[config.mk]
export PLATFORM = sky130hd
export DESIGN_NAME = pulse_window_integrator
export DESIGN_NICKNAME = d
export VERILOG_FILES = /design/src/rtl/pwi_pkg.sv /design/src/rtl/trig_edge_sync.sv /design/src/rtl/pulse_window_integrator.sv
export SDC_FILE = /design/constraint.sdc
export NUM_CORES = 1
export LEC_CHECK = 0
export CORE_MARGIN = 4
export CORE_UTILIZATION = 44
export CTS_BUF_LIST = sky130_fd_sc_hd__clkbuf_4 sky130_fd_sc_hd__clkbuf_8
export CTS_CLUSTER_DIAMETER = 30
export CTS_CLUSTER_SIZE = 24
export DETAILED_ROUTE_END_ITERATION = 12
export GPL_TIMING_DRIVEN = 0
export PLACE_DENSITY = 0.71
export SKIP_CTS_REPAIR_TIMING = 1
export SYNTH_ARGS = -nofsm -noshare
export SYNTH_HDL_FRONTEND = slang
export SYNTH_HIERARCHICAL = 1
export SYNTH_SLANG_ARGS = --single-unit
[constraint.sdc]
create_clock -name clk -period 6.8 [get_ports clk]
set_input_delay 1.36 -clock clk [delete_from_list [all_inputs] [get_ports clk]]
set_output_delay 1.36 -clock clk [all_outputs]
set_load 0.01 [all_outputs]
[src/rtl/pwi_pkg.sv]
`default_nettype none
// +--------------------------------------------------------------------------+
// | pwi_pkg : shared types and sizing for pulse_window_integrator            |
// | Rev 1.0                                                                  |
// +--------------------------------------------------------------------------+
package pwi_pkg;

  localparam int DATA_W_DEF = 16;
  localparam int DLY_W_DEF  = 8;
  localparam int LEN_W_DEF  = 8;

  typedef enum logic [1:0] {
    IDLE  = 2'd0,
    DELAY = 2'd1,
    INTEG = 2'd2,
    DONE  = 2'd3
  } pwi_state_e;

  // One extra bit per bit of window length keeps the sum exact for any length.
  function automatic int pwi_sum_w(input int data_w, input int len_w);
    return data_w + len_w;
  endfunction

endpackage
`default_nettype wire

[src/rtl/trig_edge_sync.sv]
`default_nettype none
// +--------------------------------------------------------------------------+
// | trig_edge_sync : two-flop trigger pipeline with rising-edge output       |
// | Rev 1.0                                                                  |
// +--------------------------------------------------------------------------+
module trig_edge_sync (
  input  logic clk,
  input  logic rst,
  input  logic trig_i,
  output logic edge_o
);

  // Kept as discrete flops so the edge timing matches the IIR-side copy.
  (* shreg_extract = "no", equivalent_register_removal = "no" *)
  logic trig_a_q;
  (* shreg_extract = "no", equivalent_register_removal = "no" *)
  logic trig_b_q;

  always_ff @(posedge clk or posedge rst) begin
    if (rst) begin
      trig_a_q <= 1'b0;
      trig_b_q <= 1'b0;
    end else begin
      trig_a_q <= trig_i;
      trig_b_q <= trig_a_q;
    end
  end

  assign edge_o = trig_a_q & ~trig_b_q;

endmodule
`default_nettype wire

[src/rtl/pulse_window_integrator.sv]
`default_nettype none
// +--------------------------------------------------------------------------+
// | pulse_window_integrator : delayed, fixed-length signed sample integrator |
// | Rev 1.0                                                                  |
// +--------------------------------------------------------------------------+
module pulse_window_integrator
  import pwi_pkg::*;
#(
  parameter int DATA_W = DATA_W_DEF,
  parameter int DLY_W  = DLY_W_DEF,
  parameter int LEN_W  = LEN_W_DEF,
  parameter int SUM_W  = pwi_sum_w(DATA_W, LEN_W)
) (
  input  logic              clk,
  input  logic              rst,
  input  logic              trig,
  input  logic [DATA_W-1:0] din,
  input  logic              oflow_in,
  input  logic [DLY_W-1:0]  win_delay,
  input  logic [LEN_W-1:0]  win_len,
  output logic [SUM_W-1:0]  sum_out,
  output logic              sum_valid,
  output logic              sum_oflow,
  output logic              busy,
  output logic              trig_missed
);

  localparam int                CNT_W   = (DLY_W > LEN_W) ? DLY_W : LEN_W;
  localparam logic [CNT_W-1:0]  CNT_ONE = CNT_W'(1);

  pwi_state_e         state_q;
  logic [CNT_W-1:0]   cnt_q;
  logic [LEN_W-1:0]   len_q;
  logic [SUM_W-1:0]   acc_q;
  logic               oflow_acc_q;
  logic [SUM_W-1:0]   sum_q;
  logic               sum_valid_q;
  logic               sum_oflow_q;
  logic               trig_missed_q;

  logic               trig_edge;
  logic [SUM_W-1:0]   din_ext;

  trig_edge_sync u_trig_edge_sync (
    .clk    (clk),
    .rst    (rst),
    .trig_i (trig),
    .edge_o (trig_edge)
  );

  assign din_ext = {{(SUM_W-DATA_W){din[DATA_W-1]}}, din};

  always_ff @(posedge clk or posedge rst) begin
    if (rst) begin
      state_q       <= IDLE;
      cnt_q         <= '0;
      len_q         <= '0;
      acc_q         <= '0;
      oflow_acc_q   <= 1'b0;
      sum_q         <= '0;
      sum_valid_q   <= 1'b0;
      sum_oflow_q   <= 1'b0;
      trig_missed_q <= 1'b0;
    end else begin
      sum_valid_q   <= 1'b0;
      trig_missed_q <= trig_edge && (state_q != IDLE);

      case (state_q)
        IDLE: begin
          if (trig_edge) begin
            acc_q       <= '0;
            oflow_acc_q <= 1'b0;
            len_q       <= win_len;
            if (win_delay != '0) begin
              state_q <= DELAY;
              cnt_q   <= CNT_W'(win_delay);
            end else if (win_len != '0) begin
              state_q <= INTEG;
              cnt_q   <= CNT_W'(win_len);
            end else begin
              state_q <= DONE;
            end
          end
        end

        DELAY: begin
          if (cnt_q == CNT_ONE) begin
            if (len_q != '0) begin
              state_q <= INTEG;
              cnt_q   <= CNT_W'(len_q);
            end else begin
              state_q <= DONE;
            end
          end else begin
            cnt_q <= cnt_q - CNT_ONE;
          end
        end

        INTEG: begin
          acc_q       <= acc_q + din_ext;
          oflow_acc_q <= oflow_acc_q | oflow_in;
          if (cnt_q == CNT_ONE) begin
            state_q <= DONE;
          end else begin
            cnt_q <= cnt_q - CNT_ONE;
          end
        end

        DONE: begin
          sum_q       <= acc_q;
          sum_oflow_q <= oflow_acc_q;
          sum_valid_q <= 1'b1;
          state_q     <= IDLE;
        end

        default: state_q <= IDLE;
      endcase
    end
  end

  assign sum_out     = sum_q;
  assign sum_valid   = sum_valid_q;
  assign sum_oflow   = sum_oflow_q;
  assign trig_missed = trig_missed_q;
  assign busy        = (state_q != IDLE);

endmodule
`default_nettype wire
==> metrics.md, run 1 <==
| Metric | Value |
|---|---|
| Area contributors post-synth | `dfrtp_1 41%, mux2_2 8.8%, ha_1 8.3%` |
| Lkg Pwr | `2.28 nW` |
| YS warnings | `6` |
| I/O pin count | `64` |
| RSZ-0062 raised after global routing | `false` |
| Min Tclk post-route | `3740 ps` |
| Flop-to-flop setup slack | `4100 ps` |
| Post-synth EDFFs | `0` |
| Yosys top cell by area | `dfrtp_1` |
| Die ar. | `11500 um2` |
| Slew headroom | `0.419` |
| Post-synth ARST share | `1.00` |
| DRC | `0` |
| Core region area | `9680 um2` |
| Sequential-to-total area share from yosys stat | `0.415` |
| Crit start category | `primary input` |
| Status | `finished, final reports clean` |
| Worst skew pair latency | `360 ps` |
| Crit share post-route | `0.550` |
| Register Area | `1800 um2` |
| Critical path arrival | `3990 ps` |
| Dpl hpwl | `7970 um` |
| WL final | `10700 um` |
| Final core utilization | `0.553` |
| Fillers | `862` |
| Clock slew at reported path FFs | `80 ps` |
| Largest net degree at the start of global routing | `71` |
| Yosys top cell area share | `0.415` |
| Sequential share of power | `0.295` |
| Reg-to-reg startpoint | `acc_q[0]` |
| Net total in the final layout | `588` |
| PwrDens | `497 nW/um2` |
| Most frequent cell after synthesis | `dfrtp_1` |
| Gr ovfl total | `0` |
| Drt first pass iters | `4` |
| Clock Path Buffers | `2` |
| Crit path capture | `acc_q[18]` |
| First-pass GRT wire length | `17800 um` |
| Area of the multi-input gates | `2430 um2` |
| Ant diodes | `0` |
| Post-Syn Nets | `514` |
| CTS sink count | `72` |
| Crit path launch | `din[0]` |
| R2r worst-path depth | `9` |
| Reg2reg end | `acc_q[18]` |
| Worst Setup End Kind | `register` |
| Root Driver | `clkbuf_8` |
| Area Overhead vs Synth | `23.1%` |
| Largest fanout on the critical path | `4` |
| NetSw | `1.13 mW` |
| Final Hold Fails | `0` |
| Top_reg_cell synth | `dfrtp_1` |
| Routed Antenna Nets | `0` |
| Clock skew | `4.38 ps` |
| Avg Vias per Cell | `5.57` |
| TritonCTS clock tree | `done` |
| Chip Width | `107 um` |
| Max Clk Rate | `0.267 GHz` |
| Gpl congestion | `0.933` |
| Share of layout cells above drive strength 1 | `0.118` |
| Setup TNS | `0 ps` |
| Via count | `3676` |
| WP data required | `7050 ps` |
| Max-cap violations | `0` |
| Slew @ Worst Pin | `871 ps` |
| Antenna violations before repair | `0` |
| CTS Buf Count | `9` |
| Most frequent cells after synthesis | `72 x dfrtp_1, 56 x nand2_1, 42 x o21ai_0` |
| Syn avg cell area | `9.70 um2` |
| Seq cells post-synth | `72` |
| Finish-stage setup viols | `0` |
| Vias in the first global route | `3719` |
| Sw frac | `0.423` |
| Initial Util | `0.449` |
| Synth unique cells | `55` |
| Hold WC Path Type | `reg2reg` |
| WS Path Type | `in2reg` |
| H-tree levels | `3` |
| Synthesized area | `4350 um2` |
| Clock power share | `0.136` |
| Number of I/O port buffers | `63` |
| Slew Viols, Final | `0` |
| Internal power | `1.53 mW` |
| Initial drt markers | `208` |
| Logic pwr share | `0.568` |
| Maximum VDD drop | `0.219 mV` |
| Rows | `36` |
| GRT Overall Usage | `0.192` |
| WL/cell | `16.1 um` |
| Die H | `107 um` |
| Post-synthesis cell count | `448` |
-- layout make-up --
| type | count | area share |
|---|---|---|
| multi-input combinational | 347 | 0.455 |
| sequential | 72 | 0.337 |
| timing repair buffer | 63 | 0.118 |
| tap | 133 | 0.0311 |
| clock buffer | 11 | 0.0283 |
| buffer | 15 | 0.0110 |
| clock inverter | 5 | 0.0103 |
| inverter | 14 | 0.0103 |
-- cells in the final DEF, fill, tap and decap left out, types with 2 or more instances in the layout --
master           instances
mux2_2                  34
nor2_1                  24
nand4_1                  2
a31oi_1                  4
a211oi_1                10
clkinv_2                 2
o31ai_1                  7
inv_1                   13
a21boi_0                 3
ha_1                    29
a22o_1                   3
buf_2                    2
and2_1                   6
a311oi_1                 2
o21ai_0                 42
a21o_1                  11
o311a_1                  3
o22ai_1                  2
dfrtp_1                 72
clkinvlp_4               2
xor2_1                   8
a41oi_1                  2
a32o_1                   2
nand2b_1                 3
a21oi_1                 31
clkbuf_8                11
nand2_1                 56
clkbuf_1                13
and3_1                   2
clkdlybuf4s50_1         63
nor3_1                   8
xnor2_1                  9
o211ai_1                 5
nand3_1                  7
a311o_1                  2
nor4_1                   4
or3_1                    4
-- metal layers --
| layer | vias up | routed length (um) | track usage |
|---|---|---|---|
| li1 | 1791 | - | - |
| met1 | 1775 | 4890 | 0.250 |
| met2 | 91 | 5120 | 0.319 |
| met3 | 19 | 440 | 0.0366 |
| met4 | 0 | 207 | 0.0658 |
| met5 | - | 0 | 0 |
-- power groups by stage --
stage	registers (mW)	logic (mW)	clock network, mW
global route	0.816	1.68	0.384
floorplan	0.790	1.04	0
CTS	0.786	1.51	0.371
detailed placement	0.794	1.50	0
finish	0.785	1.51	0.362
global placement	0.785	1.47	0
-- sequential cells by signal (all words and copies together) (netlist names), 2 cells and up --
name and count:
acc_q 24, len_q 8, state_q 2, sum_out 24, cnt_q 8
-- cells by family after synthesis --
group,Yosys count,share of synthesized area
buffers and inverters,29,0.0256
XOR/XNOR,17,0.0343
AO/OA/AOI/OAI,142,0.216
AND/OR/NAND/NOR,123,0.132
multiplexers,35,0.0904
flip-flops,72,0.415
adder cells (fa/ha/maj),30,0.0881
-- worst max-delay path: stages --
cell	delay [ps]
clkdlybuf4s50_1	410
ha_1	230
fa_1	400
a21o_1	170
a21o_1	220
a211oi_2	330
a21oi_2	120
o21a_1	200
or3_1	300
a32o_1	240
-- how the worst min path moves through the flow --
stage	from	endpoint	slack (ps)	cells past startpoint
after floorplan	u_trig_edge_sync/trig_a_q	u_trig_edge_sync/trig_b_q	350	0
after global placement	u_trig_edge_sync/trig_a_q	u_trig_edge_sync/trig_b_q	370	0
after detailed placement	u_trig_edge_sync/trig_a_q	u_trig_edge_sync/trig_b_q	390	0
after CTS	u_trig_edge_sync/trig_a_q	u_trig_edge_sync/trig_b_q	420	0
after global routing	u_trig_edge_sync/trig_a_q	u_trig_edge_sync/trig_b_q	420	0
final	u_trig_edge_sync/trig_a_q	u_trig_edge_sync/trig_b_q	400	0
-- metrics by stage --
| stage | area [um2] | setup WS, ps | total power, mW | hold slack [ps] | cells |
|---|---|---|---|---|---|
| after floorplan | 4350 | 3290 | 1.83 | 354 | 448 |
| final | 5350 | 3060 | 2.66 | 404 | 660 |
| after global routing | 5350 | 2870 | 2.88 | 420 | 660 |
| after CTS | 5350 | 3080 | 2.67 | 416 | 660 |
| after detailed placement | 5150 | 2710 | 2.29 | 392 | 644 |
| after global placement | 5140 | 2400 | 2.26 | 370 | 644 |
Note: power is estimated with default switching activity, not from simulation.
==> inputs of run 2 (changes only) <==
--- a/config.mk
+++ b/config.mk
@@ -12,7 +12,7 @@
 export CTS_CLUSTER_SIZE = 24
 export DETAILED_ROUTE_END_ITERATION = 12
 export GPL_TIMING_DRIVEN = 0
-export PLACE_DENSITY = 0.71
+export PLACE_DENSITY = 0.73
 export SKIP_CTS_REPAIR_TIMING = 1
 export SYNTH_ARGS = -nofsm -noshare
 export SYNTH_HDL_FRONTEND = slang
==> constraint.sdc (replaced) <==
create_clock -name clk -period 3.2 [get_ports clk]
set_input_delay 0.64 -clock clk [delete_from_list [all_inputs] [get_ports clk]]
set_output_delay 0.64 -clock clk [all_outputs]
set_load 0.01 [all_outputs]
==> run 2 against run 1 <==
  * Register-to-register slack worse by 3600 ps
  * Global-route usage down 0.61 points
  * Sequential share of layout area about the same
  * Largest power group unchanged
  * Clock power up 100%
  * Routed wire length down 3.5%
==> metrics.md, run 2 (synthesis gave the netlist of run 1 again) <==
| Metric | Value |
|---|---|
| Status | `finished, final reports clean` |
| Avg Vias per Cell | `5.50 (-1.2%)` |
| Area Overhead vs Synth | `23.2% (about the same)` |
| Finish-stage setup viols | `0 (unchanged)` |
| WP data required | `3430 ps (-3620 ps)` |
| Final non-filler cell total | `660 (unchanged)` |
| Dpl hpwl | `7900 um (-0.83%)` |
| Hold Path Stages | `0 (unchanged)` |
| GRT Overall Usage | `0.186 (-0.00614)` |
| TritonCTS clock tree | `done` |
| WS Path Type | `in2reg` |
| Number of I/O port buffers | `63 (unchanged)` |
| Antenna violations before repair | `0 (unchanged)` |
| Worst slack, placed | `-202 ps (-2910 ps)` |
| CP max stage cell | `clkdlybuf4s50_1` |
| Met1 Resource Use GR | `0.240 (-0.00967)` |
| CTS sink count | `72 (unchanged)` |
| Drt first pass iters | `4 (unchanged)` |
| Hold WC Path Type | `reg2reg` |
| Worst skew pair latency | `340 ps (-20 ps)` |
| RSZ-0062 raised after global routing | `false` |
| Post-route setup slack | `134 ps (-2930 ps)` |
| DRC | `0 (unchanged)` |
| Chip Width | `107 um (unchanged)` |
| Min Tclk post-route | `3070 ps` |
| Gr ovfl total | `0 (unchanged)` |
| Root Driver | `clkbuf_8` |
| Worst path most repeated cell | `a21o_1` |
| Rows | `36 (unchanged)` |
| WL final | `10300 um (-3.5%)` |
| Maximum VDD drop | `0.444 mV (+100%)` |
| Crit share post-route | `0.958` |
| Reg2reg end | `acc_q[18]` |
| Gpl congestion | `0.918 (-1.6%)` |
| Die H | `107 um (unchanged)` |
| Via count | `3633 (-1.2%)` |
| Crit start category | `primary input` |
| Clock Path Buffers | `2 (unchanged)` |
| Flop-to-flop setup slack | `470 ps (-3630 ps)` |
| H-tree levels | `3 (unchanged)` |
| Setup TNS | `0 ps (unchanged)` |
| Clock skew | `13.1 ps (+8.74 ps)` |
| Most frequent cells in the layout | `72 x dfrtp_1, 63 x clkdlybuf4s50_1, 56 x nand2_1` |
| Max incr delay on CP | `420 ps (about the same)` |
| Slew @ Worst Pin | `853 ps (-18.3 ps)` |
| Largest net degree at the start of global routing | `71 (unchanged)` |
| Min-delay src | `u_trig_edge_sync/trig_a_q` |
| Initial Util | `0.449 (unchanged)` |
| Hold EP | `u_trig_edge_sync/trig_b_q` |
| First-pass GRT wire length | `17300 um (-2.5%)` |
| Placed Cells | `644 (unchanged)` |
| R2r worst-path depth | `9 (unchanged)` |
| Die ar. | `11500 um2 (unchanged)` |
| Net total in the final layout | `588 (unchanged)` |
| WL/cell | `15.6 um (-3.5%)` |
| Met3 usage | `0.0396 (+0.00300)` |
| Initial drt markers | `145 (-30%)` |
| Critical path arrival | `3290 ps (-700 ps)` |
| Final Hold Fails | `0 (unchanged)` |
| CTS Buf Count | `9 (unchanged)` |
| Met2 Use GR | `0.307 (-0.0121)` |
| Ant diodes | `0 (unchanged)` |
| Max-cap violations | `0 (unchanged)` |
| Core region area | `9680 um2 (unchanged)` |
| Crit-path cells | `clkdlybuf4s50_1 > ha_1 > fa_1 > a21o_1 > a21o_1 > a211oi_2 > a21oi_2 > o21a_1 > or3_1 > a32o_1` |
| Clock slew at reported path FFs | `70 ps (about the same)` |
| Lkg Pwr | `2.28 nW (about the same)` |
| I/O pin count | `64 (unchanged)` |
| Reg-to-reg startpoint | `acc_q[0]` |
| Total power | `5.60 mW (+110%)` |
| GR peak layer | `met2` |
| Share of layout cells above drive strength 1 | `0.120 (+0.00190)` |
| Most common cell after layout, fill and taps aside | `dfrtp_1` |
| Slew headroom | `0.431 (+0.0122)` |
| Largest fanout on the critical path | `4 (unchanged)` |
| PwrDens | `1040 nW/um2 (+110%)` |
| Routed Antenna Nets | `0 (unchanged)` |
| Worst Setup End Kind | `register` |
| Vias in the first global route | `3688 (-0.83%)` |
| Final core utilization | `0.553 (about the same)` |
| Max Clk Rate | `0.326 GHz` |
| Slew Viols, Final | `0 (unchanged)` |
run 2: cell type report:
| type | instances | area, um2 |
|---|---|---|
| fillers | 890 | 4330 |
| multi-input cells | 347 | 2440 |
| flip-flops and latches | 72 | 1800 |
| repair buffers | 63 | 631 |
| well taps | 133 | 166 |
| clock buffers | 11 | 145 |
| plain buffers | 15 | 58.8 |
| clock inverters | 5 | 56.3 |
| inverters | 14 | 55.1 |
run 2: critical path, delay by kind of cell:
kind | cells | cell delay [ps]
AOI/OAI and AO/OA | 6 | 1270
adders and majority gates | 2 | 650
buffers and inverters | 1 | 420
and+or+nand+nor | 1 | 300
run 2: worst max path at each step:
stage	start	end	slack (ps)	cells after the start
2_1_floorplan	din[0]	acc_q[18]	410	9
3_3_place_gp	rst	sum_out[8]	-460	2
3_5_place_dp	din[0]	acc_q[18]	-200	10
4_1_cts	din[0]	acc_q[18]	160	10
5_1_grt	din[15]	acc_q[23]	30	9
6_report	din[0]	acc_q[18]	130	10
run 2: stage by stage:
step / instance area [um2] / hold WS [ps]
final: 5360 / 397
after global routing: 5360 / 414
after CTS: 5350 / 408
after detailed placement: 5150 / 386
after global placement: 5140 / 370
after floorplan: 4350 / 354
run 2: metal layers:
layer / vias to the layer above / share of wire
met5: - / 0
met1: 1732 / 0.45
met2: 81 / 0.49
met3: 14 / 0.037
li1: 1806 / -
met4: 0 / 0.016
run 2: power breakdown:
part,switching [mW],internal [mW]
Clock,0.338,0.389
Sequential,0.318,1.36
Combinational,1.69,1.50
==> inputs of run 3 (changes only) <==
--- a/config.mk
+++ b/config.mk
@@ -11,8 +11,9 @@
 export CTS_CLUSTER_DIAMETER = 30
 export CTS_CLUSTER_SIZE = 24
 export DETAILED_ROUTE_END_ITERATION = 12
+export DONT_BUFFER_PORTS = 1
 export GPL_TIMING_DRIVEN = 0
-export PLACE_DENSITY = 0.73
+export PLACE_DENSITY = 0.65
 export SKIP_CTS_REPAIR_TIMING = 1
 export SYNTH_ARGS = -nofsm -noshare
 export SYNTH_HDL_FRONTEND = slang
==> run 3 against run 2 <==
  * Register-to-register slack barely moved
  * Flip-flop and latch count did not move
  * Largest cell class unchanged
  * Largest power group unchanged
  * Count of clock-buffer cells in the layout rose by 1
  * Clock skew rose by 1.6 ps
  * Highest routed layer unchanged
==> metrics.md, run 3 (synthesis gave the netlist of run 1 again) <==
| Metric | Value |
|---|---|
| Status | `finished, final reports clean` |
| Hold EP | `u_trig_edge_sync/trig_a_q` |
| Worst skew pair latency | `360 ps (+20 ps)` |
| First-pass GRT wire length | `16900 um (-2.5%)` |
| CTS Buf Count | `9 (unchanged)` |
| Initial Util | `0.449 (unchanged)` |
| DRC | `0 (unchanged)` |
| Setup TNS | `0 ps (unchanged)` |
| Share of layout cells above drive strength 1 | `0.133 (+0.0138)` |
| Lkg Pwr | `2.06 nW (-9.6%)` |
| Gpl congestion | `0.905 (-1.4%)` |
| Min-delay src | `trig` |
| Clock Path Buffers | `2 (unchanged)` |
| Slew headroom | `0.437 (+0.00576)` |
| Hold Path Stages | `0 (unchanged)` |
| Fillers | `890 (unchanged)` |
| Total power | `5.38 mW (-3.9%)` |
| Internal power | `3.06 mW (-5.8%)` |
| Via count | `3438 (-5.4%)` |
| Largest fanout on the critical path | `4 (unchanged)` |
| Number of I/O port buffers | `0 (-100%)` |
| Sw frac | `0.431 (+0.0113)` |
| Finish-stage setup viols | `0 (unchanged)` |
| Area of the multi-input gates | `2430 um2 (-0.31%)` |
| Crit share post-route | `0.854 (-0.105)` |
| Drt first pass iters | `4 (unchanged)` |
| Logic pwr share | `0.510 (-0.061)` |
| Final Hold Fails | `0 (unchanged)` |
| CP max stage cell | `fa_1` |
| Gr ovfl total | `0 (unchanged)` |
| CTS sink count | `72 (unchanged)` |
| Slew @ Worst Pin | `844 ps (-8.63 ps)` |
| Rows | `36 (unchanged)` |
| CP bufs+invs | `0 (-1)` |
| Clock skew | `14.7 ps (+1.59 ps)` |
| Die H | `107 um (unchanged)` |
| Crit start category | `register` |
| Critical path arrival | `2970 ps (-320 ps)` |
| H-tree levels | `3 (unchanged)` |
| Most frequent cells in the layout | `72 x dfrtp_1, 56 x nand2_1, 42 x o21ai_0` |
| PwrDens | `1130 nW/um2 (+8.0%)` |
| Vias in the first global route | `3492 (-5.3%)` |
| Hold WC Path Type | `in2reg` |
| WP data required | `3440 ps (about the same)` |
| Sequential share of power | `0.330 (+0.031)` |
| Core region area | `9680 um2 (unchanged)` |
| WL final | `10200 um (-0.48%)` |
| Crit-path cells | `ha_1 > fa_1 > a21o_1 > a21o_1 > a211oi_2 > a21oi_2 > o21a_1 > or3_1 > a32o_1` |
| Reg-to-reg startpoint | `acc_q[0]` |
| Max Clk Rate | `0.366 GHz (+12%)` |
| Most common cell after layout, fill and taps aside | `dfrtp_1` |
| Net total in the final layout | `526 (-11%)` |
| R2r worst-path depth | `9 (unchanged)` |
| RSZ-0062 raised after global routing | `false` |
| NetSw | `2.32 mW (-1.3%)` |
| WL/cell | `17.1 um (+9.8%)` |
| I/O pin count | `64 (unchanged)` |
| Register Area | `1800 um2 (unchanged)` |
| Max incr delay on CP | `410 ps (about the same)` |
| Max-cap violations | `0 (unchanged)` |
| Reg2reg end | `acc_q[18]` |
| Avg Vias per Cell | `5.75 (+4.4%)` |
| Maximum VDD drop | `0.447 mV (+0.58%)` |
| Clock power share | `0.159 (+0.029)` |
| Slew Viols, Final | `0 (unchanged)` |
| Dpl hpwl | `7650 um (-3.2%)` |
| WS Path Type | `reg2reg` |
| Clock slew at reported path FFs | `80 ps (about the same)` |
| Worst path most repeated cell | `a21o_1` |
| Largest net degree at the start of global routing | `71 (unchanged)` |
| TritonCTS clock tree | `done` |
| Worst Setup End Kind | `register` |
| Delay-heaviest family, CP | `compound AO/OA/AOI/OAI gates` |
| Flop-to-flop setup slack | `470 ps (about the same)` |
| Root Driver | `clkbuf_8` |
| Area Overhead vs Synth | `9.61%` |
| Chip Width | `107 um (unchanged)` |
| GRT Overall Usage | `0.185 (-0.00102)` |
| Routed Antenna Nets | `0 (unchanged)` |
| Initial drt markers | `218 (+50%)` |
| Antenna violations before repair | `0 (unchanged)` |
| Die ar. | `11500 um2 (unchanged)` |
| Ant diodes | `0 (unchanged)` |
| Min Tclk post-route | `2730 ps (-335 ps)` |
[run 3: cell type report]
class | count | area share
multi-input combinational | 347 | 0.511
sequential | 72 | 0.378
tap | 133 | 0.0349
clock buffer | 12 | 0.0347
clock inverter | 4 | 0.0155
buffer | 15 | 0.0123
inverter | 14 | 0.0116
timing repair buffer | 1 | 0.00210
[run 3: power by group through the flow]
| stage | Combinational [mW] | Sequential, mW | Clock [mW] |
|---|---|---|---|
| after floorplan | 2.21 | 1.68 | 0 |
| after global placement | 2.67 | 1.78 | 0 |
| after detailed placement | 2.73 | 1.80 | 0 |
| after CTS | 2.75 | 1.78 | 0.878 |
| after global routing | 3.10 | 1.83 | 0.928 |
| final | 2.75 | 1.78 | 0.858 |
[run 3: per-stage QoR]
| stage | utilization | hold WS [ps] | worst slack [ps] | area (um2) | std cells |
|---|---|---|---|---|---|
| detailed placement | 0.466 | 385 | 243 | 4520 | 581 |
| global placement | 0.466 | 370 | -21.9 | 4510 | 581 |
| floorplan | - | 354 | 409 | 4350 | 448 |
| CTS | 0.491 | 4.13 | 482 | 4750 | 597 |
| global route | 0.492 | 284 | 356 | 4760 | 598 |
| finish | 0.492 | 311 | 469 | 4760 | 598 |
[run 3: per-layer routing]
| layer | wire [um] | up-vias | part of all wire | track usage |
|---|---|---|---|---|
| li1 | - | 1668 | - | - |
| met1 | 4510 | 1652 | 0.44 | 0.236 |
| met2 | 5000 | 100 | 0.49 | 0.302 |
| met3 | 555 | 18 | 0.054 | 0.0474 |
| met4 | 166 | 0 | 0.016 | 0.0676 |
| met5 | 0 | - | 0 | 0 |
[run 3: worst max path at each step]
stage / end / start / cells after the start
final: acc_q[18] / acc_q[0] / 9
after global routing: acc_q[16] / acc_q[0] / 9
after CTS: acc_q[18] / acc_q[0] / 9
after detailed placement: acc_q[18] / din[0] / 9
after global placement: sum_out[10] / rst / 1
after floorplan: acc_q[18] / din[0] / 9
==> RTL edit 1, RTL diff (settings of run 2) <==
Change the package constant `DLY_W_DEF` from 8 to 12.
--- a/src/rtl/pwi_pkg.sv
+++ b/src/rtl/pwi_pkg.sv
@@ -8,3 +8,3 @@
   localparam int DATA_W_DEF = 16;
-  localparam int DLY_W_DEF  = 8;
+  localparam int DLY_W_DEF  = 12;
   localparam int LEN_W_DEF  = 8;
Interface: changed (resized win_delay); port bits go from 64 to 68. No check against the original RTL was run, so the function may have changed too.
==> RTL edit 1 against run 2 <==
Worst setup slack about the same; utilization grew 2.1 points; cell area is 6.2% higher; routed wire length rose by 15%; clock skew grew 0.0055 ns; power fell by 3.4%; first-iteration DRC count grew 11%; sequential share of layout area shrank 0.19 points; sequential cell count increased by 4; global-route usage up 1.8 points; synthesized area rose by 4.8%; largest power group unchanged.
==> RTL edit 1: results (changes against run 2) <==
Ys Warns=6 (unchanged); ANT cells=0 (unchanged); # H-tree levels=3 (unchanged); CTS max path bufs=2 (unchanged); GRT Total Usage=20.4% (+1.8 points); Min-Delay Path Class=flip-flop to flip-flop; GPL Wtd Cong=0.931 (+1.4%); Max stage delay on crit path=0.42 ns (about the same); Pleak=2.47 nW (+8.4%); Post-Syn Nets=544 (+5.8%); Distinct cells, synth=58 (+5.5%); Clock Skews=0.0186 ns (+0.00551 ns); pin count of the biggest net entering global routing=47 (-34%); Iter 0 DRT Violations=161 (+11%); cts bufs inserted=9 (unchanged); top post-synthesis cells by area=dfrtp_1 42%, mux2_2 8.4%, ha_1 8.0%, o21ai_0 6.6%, a21oi_1 4.5%; Seq/Total Area, Yosys=41.8% (+0.31 points); first-pass GRT wire length=19500 um (+12%); Top delay family on crit path=compound AO/OA/AOI/OAI gates; drt pass-1 iters=4 (unchanged); routed vias=3918 (+7.8%); Max VDD drop=0.000415 V (-6.6%); critical path's slowest cell=clkdlybuf4s50_1; port bufs=67 (+6.3%); switching power=2.20 mW (-6.4%); required time of the critical path=3.42 ns (about the same); Clock Latency Late Sink=0.36 ns (+0.02 ns); status=finished clean; root buf cell=clkbuf_8; worst-path maximum fanout=3 (-1); layout cells sized above 1=12.2% (+0.21 points); number of antenna violations at the first check in global routing=0 (unchanged); Post-synth ARST share=100% (unchanged); DP HPWL=8890 um (+13%); measured slew at the worst slew-check pin=0.687 ns (-0.166 ns); Layout Nets=624 (+6.1%); Post-synth top cells=76 x dfrtp_1, 60 x o21ai_0, 45 x nand2_1; Clk pin slew, worst setup/hold paths=0.08 ns; Fillers=897 (+0.79%); vias in the first global route=4089 (+11%); routed wire length=11800 um (+15%)
-- RTL edit 1: cell count changes after synthesis, sizes merged, moves of 5 or more --
cell	change
a211oi	-5
a21o	-8
a21oi	+10
buf	+5
nand2	-11
nor2	+6
nor2b	+5
o21ai	+20
o31ai	-7
-- RTL edit 1: metrics by stage --
stage,instances,utilization (%),area [um^2],setup slack [ns]
CTS,691,57.2,5670,0.0674
global route,692,57.4,5690,-0.00678
global placement,674,54.4,5390,-0.593
detailed placement,675,54.7,5420,-0.303
finish,692,57.4,5690,0.134
floorplan,474,-,4550,0.533
-- RTL edit 1: power groups by stage --
stage	Combinational [mW]	Clock [mW]	Sequential (mW)
after floorplan	1.85	0	1.68
after global placement	2.73	0	1.68
after detailed placement	2.78	0	1.70
after CTS	2.80	0.923	1.68
after global routing	3.15	0.962	1.73
final	2.83	0.904	1.68
-- RTL edit 1: routing by layer --
layer | part of all wire (%) | vias up | track usage, %
met3 | 4.4 | 19 | 3.76
met4 | 2.0 | 0 | 6.95
met5 | 0 | - | 0
met2 | 48 | 100 | 33.6
li1 | - | 1902 | -
met1 | 46 | 1897 | 27.0
-- RTL edit 1: final timing paths --
kind,slack [ns],from,end,cells past startpoint
setup / recovery,0.13,din[0],acc_q[18],11
hold / removal,0.42,u_trig_edge_sync/trig_a_q,u_trig_edge_sync/trig_b_q,0
setup reg to reg,0.46,acc_q[0],acc_q[18],10
hold reg to reg,0.42,u_trig_edge_sync/trig_a_q,u_trig_edge_sync/trig_b_q,0
max in group asynchronous,2.00,rst,acc_q[4],3
min in group asynchronous,0.53,rst,u_trig_edge_sync/trig_a_q,2
-- RTL edit 1: cell families after synthesis --
kind of cell | share of synthesized area (%)
AOI/OAI and AO/OA | 21.1
and+or+nand+nor | 13.4
DFF | 41.8
muxes | 8.85
buffers and inverters | 2.88
adders and majority gates | 8.41
xor gates and xnor gates | 3.65
-- RTL edit 1: layout make-up --
| type | count | share of cell area (%) |
|---|---|---|
| Multi-Input combinational cell | 367 | 44.5 |
| Clock inverter | 6 | 1.98 |
| Clock buffer | 10 | 2.31 |
| Timing Repair Buffer | 70 | 12.6 |
| Sequential cell | 76 | 33.5 |
| Tap cell | 133 | 2.93 |
| Buffer | 18 | 1.45 |
| Inverter | 12 | 0.836 |
==> RTL edit 2, RTL diff (flow settings as in run 2) <==
Made on the original files. The output `trig_missed` loses its register stage (`trig_missed_q` becomes a continuous assignment).
--- a/src/rtl/pulse_window_integrator.sv
+++ b/src/rtl/pulse_window_integrator.sv
@@ -62,6 +62,4 @@
       sum_oflow_q   <= 1'b0;
-      trig_missed_q <= 1'b0;
     end else begin
       sum_valid_q   <= 1'b0;
-      trig_missed_q <= trig_edge && (state_q != IDLE);
 
@@ -120,2 +118,4 @@
 
+  assign trig_missed_q = trig_edge && (state_q != IDLE);
+
   assign sum_out     = sum_q;
Behaviour: not the same (Yosys sat finds a counterexample within 4 cycles, from zero or initial values and one cycle with rst high).
==> RTL edit 2 against run 2 <==
Non-clock buffer count unchanged; maximum frequency is 0.38% higher; power grew 4.5%; die area shrank 0.53%; routed wire length grew 4.3%; highest routed layer unchanged; synthesized area shrank 0.58%; utilization grew 2.0 points; clock skew decreased by 0.0060 ns; sequential cell count shrank 1; worst setup slack better by 0.011 ns; cell area increased by 0.65%.
==> RTL edit 2: results (changes against run 2) <==
DP HPWL=8240 um (+4.3%); Seq cells post-synth=71 (-1.4%); root buf cell=clkbuf_8; top post-synthesis cells by area=dfrtp_1 41%, mux2_2 8.9%, ha_1 8.4%, nand2_1 4.9%, o21ai_0 4.9%; Register-to-Register Path Depth=9 (unchanged); Max stage delay on crit path=0.42 ns (about the same); worst-path maximum fanout=4 (unchanged); Post-synth ARST share=100% (unchanged); Adder-Cell Fraction of Synth Area=8.86% (+0.051 points); status=finished clean; port bufs=63 (unchanged); critical path's slowest cell=clkdlybuf4s50_1; Distinct cells, synth=55 (unchanged); post-synthesis mux area share=9.09% (+0.052 points); CP Launch Point=din[0]; GRT Total Usage=19.5% (+0.91 points); ANT cells=0 (unchanged); pre-CTS setup slack=-0.211 ns (-0.00927 ns); hold slack=0.405 ns (+0.00825 ns); Worst setup EP type=flip-flop; Pwr Total=5.85 mW (+4.5%); routed vias=3703 (+1.9%); Layout Nets=587 (-0.17%); Post-synth top cells=71 x dfrtp_1, 56 x nand2_1, 42 x o21ai_0; Ys Warns=6 (unchanged); Clk pin slew, worst setup/hold paths=0.08 ns; Hold EP=u_trig_edge_sync/trig_b_q; Slew HR=43.2% (about the same); Sw Ratio=40.6% (-1.3 points); Compound-Gate Fraction of Synth Area=21.7% (+0.12 points); Iter 0 DRT Violations=178 (+23%); Post-Syn Nets=513 (-0.19%); Non-Filler Instances=655 (-0.76%); ys flop type=dfrtp_1; Clock Latency Late Sink=0.35 ns; Pleak=2.30 nW (+0.91%); Max VDD drop=0.000514 V (+16%); routed wire length=10700 um (+4.3%); pin count of the biggest net entering global routing=70 (-1.4%); GPL Wtd Cong=0.980 (+6.8%); Seq/Total Area, Yosys=41.1% (-0.34 points); DRC=0 (unchanged); number of antenna violations at the first check in global routing=0 (unchanged); Fillers=833 (-6.4%); clk pwr=0.979 mW (+35%); post-layout minimum cycle time=3.05 ns (-0.0115 ns); layout cells sized above 1=11.8% (-0.17 points); Flop+latch power=1.66 mW; first-pass GRT wire length=18100 um (+4.4%); cts bufs inserted=9 (unchanged); Placement Cell Area=5120 um^2 (-0.58%); drt pass-1 iters=5 (+1); WHS Path Cells=0 (unchanged); post-synthesis xor/xnor area fraction=3.45% (+0.020 points); CTS max path bufs=2 (unchanged); Cells after DPL=639 (-0.78%); vias in the first global route=3819 (+3.6%); Syn Area/Cell=9.67 um^2 (-0.35%); crit path DAT=3.30 ns (about the same); Clock Skews=0.00711 ns (-0.00600 ns)
-- RTL edit 2: changes by cell type after synthesis --
cell / change
dfrtp_1: -1
-- RTL edit 2: layer usage --
metal	up-vias	GRT usage, %	wire (um)
li1	1786	-	-
met1	1806	25.1	4680
met2	93	33.3	5410
met3	18	3.43	463
met4	0	5.66	178
met5	-	0	0
-- RTL edit 2: layout make-up --
cell class | instances | area [um^2] | area share [%]
Clock inverter | 5 | 129 | 2.39
Buffer | 15 | 58.8 | 1.09
Multi-Input combinational cell | 347 | 2430 | 45.1
Timing Repair Buffer | 63 | 631 | 11.7
Tap cell | 129 | 161 | 2.99
Sequential cell | 71 | 1780 | 33.0
Inverter | 14 | 55.1 | 1.02
Clock buffer | 11 | 145 | 2.69
-- RTL edit 2: worst max-delay path: cells and delay by family --
family	cells	cell delay (ns)
adders and majority gates	2	0.65
and+or+nand+nor	1	0.30
buffers and inverters	1	0.42
AOI/OAI and AO/OA	6	1.29
